**config.mk**
```make
export PLATFORM = sky130hd
export DESIGN_NAME = demodulate_2fsk
export DESIGN_NICKNAME = d
export VERILOG_FILES = /design/src/rtl/demodulate_2fsk.sv
export SDC_FILE = /design/constraint.sdc
export NUM_CORES = 1
export LEC_CHECK = 0
export CAP_MARGIN = 20
export CORE_MARGIN = 4
export CORE_UTILIZATION = 39
export DETAILED_ROUTE_END_ITERATION = 7
export PLACE_DENSITY = 0.61
export SYNTH_ARGS = -nofsm -noshare
export SYNTH_HDL_FRONTEND = slang
export SYNTH_SLANG_ARGS = --single-unit
```
**constraint.sdc**
```tcl
create_clock -name clk -period 3.35 [get_ports clk]
set_input_delay 0.67 -clock clk [delete_from_list [all_inputs] [get_ports clk]]
set_output_delay 0.67 -clock clk [all_outputs]
set_load 0.01 [all_outputs]
```
**src/rtl/demodulate_2fsk.sv**
```systemverilog
// 2FSK demodulator: measures the period of a 1-bit square wave, classifies it as
// the short or long tone, and debounces the decision into a recovered data bit.
module demodulate_2fsk #(
    parameter int   CNT_W         = 16,
    parameter int   PERIOD_THRESH = 8,
    parameter logic SHORT_SYM     = 1'b1,
    parameter int   CONFIRM       = 2,
    parameter int   TIMEOUT       = 1023
) (
    input  logic             clk,
    input  logic             reset,
    input  logic             Data_in,
    output logic             Data_out,
    output logic             locked,
    output logic             sym_change,
    output logic [CNT_W-1:0] period
);

    localparam int               RUN_W     = (CONFIRM < 1) ? 1 : $clog2(CONFIRM + 1);
    localparam logic [CNT_W-1:0] CNT_MAX   = {CNT_W{1'b1}};
    localparam logic [CNT_W-1:0] THRESH_V  = CNT_W'(PERIOD_THRESH);
    localparam logic [CNT_W-1:0] TO_LAST   = CNT_W'(TIMEOUT - 1);
    localparam logic [RUN_W-1:0] RUN_MAX   = {RUN_W{1'b1}};
    localparam logic [RUN_W-1:0] CONFIRM_V = RUN_W'(CONFIRM);

    logic             s1, s2, s3;
    logic             rise;
    logic [CNT_W-1:0] cnt;
    logic [CNT_W-1:0] meas;
    logic [RUN_W-1:0] run;
    logic [RUN_W-1:0] run_next;
    logic             cand;
    logic             cls;
    logic             armed;
    logic             timeout_hit;

    assign rise = s2 & ~s3;

    // The edge that closes a period is counted as part of it, so a saturated
    // counter must not wrap when that closing edge is added.
    always_comb begin
        meas        = (cnt == CNT_MAX) ? CNT_MAX : cnt + CNT_W'(1);
        cls         = (meas <= THRESH_V) ? SHORT_SYM : ~SHORT_SYM;
        run_next    = RUN_W'(1);
        if (cls == cand) begin
            run_next = (run == RUN_MAX) ? run : run + RUN_W'(1);
        end
        // Fires on the edge that moves the counter onto TIMEOUT.
        timeout_hit = armed & ~rise & (cnt == TO_LAST);
    end

    always_ff @(posedge clk or negedge reset) begin
        if (!reset) begin
            s1         <= 1'b0;
            s2         <= 1'b0;
            s3         <= 1'b0;
            cnt        <= '0;
            run        <= '0;
            cand       <= 1'b0;
            armed      <= 1'b0;
            Data_out   <= 1'b0;
            locked     <= 1'b0;
            sym_change <= 1'b0;
            period     <= '0;
        end else begin
            s1         <= Data_in;
            s2         <= s1;
            s3         <= s2;
            sym_change <= 1'b0;

            if (rise) begin
                cnt <= '0;
            end else if (cnt != CNT_MAX) begin
                cnt <= cnt + CNT_W'(1);
            end

            if (rise) begin
                if (armed) begin
                    period <= meas;
                    cand   <= cls;
                    run    <= run_next;
                    if (run_next >= CONFIRM_V) begin
                        locked <= 1'b1;
                        if (cls != Data_out) begin
                            Data_out   <= cls;
                            sym_change <= 1'b1;
                        end
                    end
                end else begin
                    // First edge after reset or carrier loss only starts timing.
                    armed <= 1'b1;
                end
            end else if (timeout_hit) begin
                locked <= 1'b0;
                armed  <= 1'b0;
                run    <= '0;
            end
        end
    end

endmodule

```
# Word level (Yosys, flattened, before mapping)

Index checks and enable logic that the tools add are counted.

$add $sub $neg: 2
Magnitude comparators: 2
Equal/unequal tests: 8
Mux-type cells: 18
Bitwise operators: 5
Reductions and logical operators: 6

Operator list:

| kind                                                     | number |
|---|---|
| 2-to-1 mux 16 bit                                        | 3 |
| adder 16 x 1 -> 16 bit, second input constant            | 1 |
| == test 16 x 10 -> 1 bit, second input constant          | 1 |
| == test 16 bit, second input constant                    | 1 |
| <= comparator 16 x 4 -> 1 bit, second input constant     | 1 |
| inequality test 16 bit, second input constant            | 1 |
| 2-to-1 mux 1 bit                                         | 10 |
| 2-to-1 mux 2 bit                                         | 5 |
| inequality test 2 x 1 -> 1 bit, second input constant    | 2 |
| AND reduction 2 bit                                      | 2 |
| AND reduction 4 bit                                      | 1 |
| nonzero test 2 bit                                       | 2 |
| bitwise AND 1 bit                                        | 3 |
| AND reduction 3 bit                                      | 1 |
| adder 2 x 1 -> 2 bit, second input constant              | 1 |
| == test 2 bit, second input constant                     | 1 |
| greater-or-equal comparator 2 bit, second input constant | 1 |
| inverter 1 bit                                           | 2 |
| == test 1 bit                                            | 1 |
| inequality test 1 bit                                    | 1 |

Flip-flop bits (word level): 42
Input bits: 3
Output and inout bits: 19

# Longest topological paths before layout

Word-level depth: 10
Mapped depth: 8
Mapped depth without buffers: 8

# Least setup slack after synthesis

No wires, ideal clock.

Kind: register to register
Start: register cnt[0]
End: register sym_change
Data arrival time: 1840 ps
Required time: 3212 ps
Setup slack: 1373 ps
Stages on the path, launching flop included: 9
Path buffers: 1
Cells stage by stage: dfrtp_1 > ha_1 > nand3_2 > buf_6 > nor3_1 > mux2i_1 > nand4_1 > o311ai_1 > a21oi_1

Longest elaborated chain between the ends: 10

Ends and longest elaborated chain:

| what                                                     | RTL line | RTL |
|---|---|---|
| from (decl)                                              | 28       | `logic [CNT_W-1:0] cnt;` |
| from (signal assigned)                                   | 74       | `cnt <= cnt + CNT_W'(1);` |
| adder 16 x 1 -> 16 bit or == test 16 bit (tied branches) | 42       | `meas = (cnt == CNT_MAX) ? CNT_MAX : cnt + CNT_W'(1);` |
| 2-to-1 mux 16 bit *                                      | 42       |  |
| <= comparator 16 x 4 -> 1 bit *                          | 43       | `cls = (meas <= THRESH_V) ? SHORT_SYM : ~SHORT_SYM;` |
| 2-to-1 mux 1 bit *                                       | 43       |  |
| == test 1 bit                                            | 45       | `if (cls == cand) begin` |
| 2-to-1 mux 2 bit                                         | 45       |  |
| greater-or-equal comparator 2 bit                        | 82       | `if (run_next >= CONFIRM_V) begin` |
| 2-to-1 mux 1 bit *                                       | 82       |  |
| 2-to-1 mux 1 bit *                                       | 78       | `if (armed) begin` |
| 2-to-1 mux 1 bit *                                       | 77       | `if (rise) begin` |
| to (signal assigned)                                     | 63       | `sym_change <= 1'b0;` |
| to (signal assigned)                                     | 69       | `sym_change <= 1'b0;` |
| to (signal assigned)                                     | 86       | `sym_change <= 1'b1;` |
| to (decl)                                                | 15       | `output logic sym_change,` |

Mark *: on every way between the ends. The rest lies on a longest branch, timed or not.
A chain may end at the register's enable or synchronous reset.

# Final worst setup path

Same ends and word-level chain as after synthesis.

==> metrics.cfg <==
[run_status]
status = complete, no violations

[worst_setup_path]
timing.rr.end = sym_change
endpoint = sym_change
cp-start-kind = flop
reg2reg_from = cnt[0]
crit_required_ns = 3.52
reg2regPathDepth = 7
cp_max_fo = 11
arrival_ns = 2.56
critical_path_class = reg2reg
end_kind = flop
startpoint = cnt[0]
r2r_setup_slack_ns = 0.96

[global_route]
track_usage_pct = 15.3
gr-total-overflow = 0
grt_max_degree = 43
antenna_found_initial = 0
grt_pass1_wl_um = 7810
grt_pass1_vias = 1612

[cells_and_area]
final_cell_mix = dfrtp_1 (42), nor2_1 (34), nand2_1 (24), clkdlybuf4s50_1 (20), o21ai_0 (18)
fin_nets = 245
final_layout_size_suffix_gt1_share_pct = 8.33
areaGrowthSynthToFinish_pct = 15.5
area.sequential_um2 = 1050
multi_input_area_um2 = 967
fillCellCount = 522
utilization_pct = 47.2
diodes = 0
layout_commonest_cell = dfrtp_1
instances_no_fill = 310

[pwr]
power_density_nw_per_um2 = 508
internal_power_w = 0.000907
leakage_nw = 1.06
p_comb_share_pct = 18.1
seq_power_share_pct = 48.9
clockPowerShare_pct = 32.9
finalPower_w = 0.00125
power_switching_w = 0.000342
irDropWorstVdd_v = 0.000260
p_sw_share_pct = 27.4

[timing]
max_freq_mhz = 418
drv_slew = 0
setup_tns_ns = 0
period_share_pct = 71.4
setup_viol = 0
rsz0062_at_grt = no
hold_viol = 0
fin_skew_ns = 0.00722
tightest_slew_ns = 0.913
slew_headroom_pct = 39.1
layout_min_cycle_time_ns = 2.39
holdWs_ns = 0.354

[placement]
placedCellCount = 303
hpwl_um = 3100
globalplace.congestion = 0.825
numPortBuffers = 21

[floorplan]
core_um2 = 5200
fp.dieW_um = 81.9
ios = 22
start_util_pct = 40.9
rows = 26
chipHeight_um = 81.9
dieArea_um2 = 6700

[routing]
first_iter_violations = 71
drc = 0
wire_per_inst_um = 14.4
drtAntennaViolNets = 0
num_vias = 1613
wl_um = 4460
drtPass1Iterations = 4
via_per_inst = 5.20

[hold_path]
min_path_type = reg2reg

[job]
max_cap_viol_count = 0

[logic_synthesis]
ys_ff_latch = 42
syn_inst = 226
synth_fp_nets = 231
yosys-top-cells-area = dfrtp_1 (49%), nor2_1 (6.0%), o21ai_0 (4.2%)
synth_area_per_cell_um2 = 9.42
ys_seq_area_share_pct = 49.4
synth_warnings = 0
synth_top_area_cell = dfrtp_1
yosys.area.top_type_share_pct = 49.4
syn_area_um2 = 2130
ys_types = 43

[cts]
cts.htree.levels = 2
clock_path_buffers = 2
hold_buffers = 0
clock_latency_ns = 0.30
clk_pin_slew_worst_paths_ns = 0.08
cts_resized = 0
cts_made_buffers = 5
clock_sinks = 42
cts_tree = yes
post-cts-setup-buffers = 0
cts_root_buf = clkbuf_8

-- worst min path at each step --
stage,slack [ns],startpoint,end,depth (start not counted)
detailed placement,0.34,s1,s2,0
CTS,0.36,s1,s2,0
global route,0.39,s1,s2,0
finish,0.35,s1,s2,0
floorplan,0.33,s1,s2,0
global placement,0.34,s1,s2,0
-- cell families (layout without fill, tap and decap cells) --
kind of cell | count (synthesis) | in the layout | share of synthesized area, %
buf+inv | 21 | 35 | 5.17
flops | 42 | 42 | 49.4
compound gates | 36 | 36 | 10.4
simple gates | 110 | 110 | 27.2
xor+xnor | 10 | 10 | 4.12
mux | 5 | 5 | 2.53
fa+ha+maj | 2 | 2 | 1.18
-- area by class of cell --
type | count | share of cell area (%)
flip-flops and latches | 42 | 42.8
multi-input cells | 163 | 39.4
repair buffers | 23 | 8.96
well taps | 70 | 3.56
clock buffers | 6 | 3.36
clock inverters | 1 | 1.22
inverters | 5 | 0.764
-- worst max-delay path: stages, from the launching register on --
cell and delay, ns:
dfrtp_1 0.42, ha_1 0.22, nand3_2 0.25, nor4_1 0.43, mux2i_1 0.36, nand4_1 0.16
o311ai_1 0.32, a21oi_1 0.10
-- state kept, by name, summed over array words and instances, names as in the netlist --
| signal | count |
|---|---|
| Data_out | 1 |
| s3 | 1 |
| armed | 1 |
| s1 | 1 |
| cand | 1 |
| s2 | 1 |
| period | 16 |
| cnt | 16 |
| sym_change | 1 |
| locked | 1 |
| run | 2 |
-- synth_stat cells, drive strengths merged --
cell,number
a211oi,2
a21oi,2
a311o,2
a31oi,5
and2,4
and3,4
and4,4
buf,10
clkbuf,6
dfrtp,42
ha,2
inv,5
mux2i,5
nand2,24
nand2b,2
nand3,12
nand4,14
nand4b,1
nor2,34
nor2b,1
nor3,4
nor4,4
nor4b,1
o21ai,20
o21bai,1
o22ai,1
o311ai,2
o31ai,1
or2,1
xnor2,8
xor2,2
-- metrics by stage --
step | setup WS, ns | area, µm²
global route | 0.608 | 2460
CTS | 0.933 | 2460
detailed placement | 0.979 | 2340
global placement | 1.03 | 2340
finish | 0.958 | 2460
floorplan | 1.37 | 2130
-- power groups by stage --
stage	combinational, W	sequential (W)	clock [W]
global route	0.000255	0.000621	0.000444
global placement	0.000225	0.000618	0
finish	0.000226	0.000611	0.000411
CTS	0.000229	0.000610	0.000422
floorplan	0.000135	0.000619	0
detailed placement	0.000228	0.000619	0
-- layer usage --
metal	up-vias	global-route usage (%)	wire, µm
met5	-	0	0
met4	0	5.48	72
met3	7	2.96	119
met2	25	24.6	2060
met1	762	20.6	2210
li1	819	-	-
Note: power is estimated with default switching activity, not from simulation.
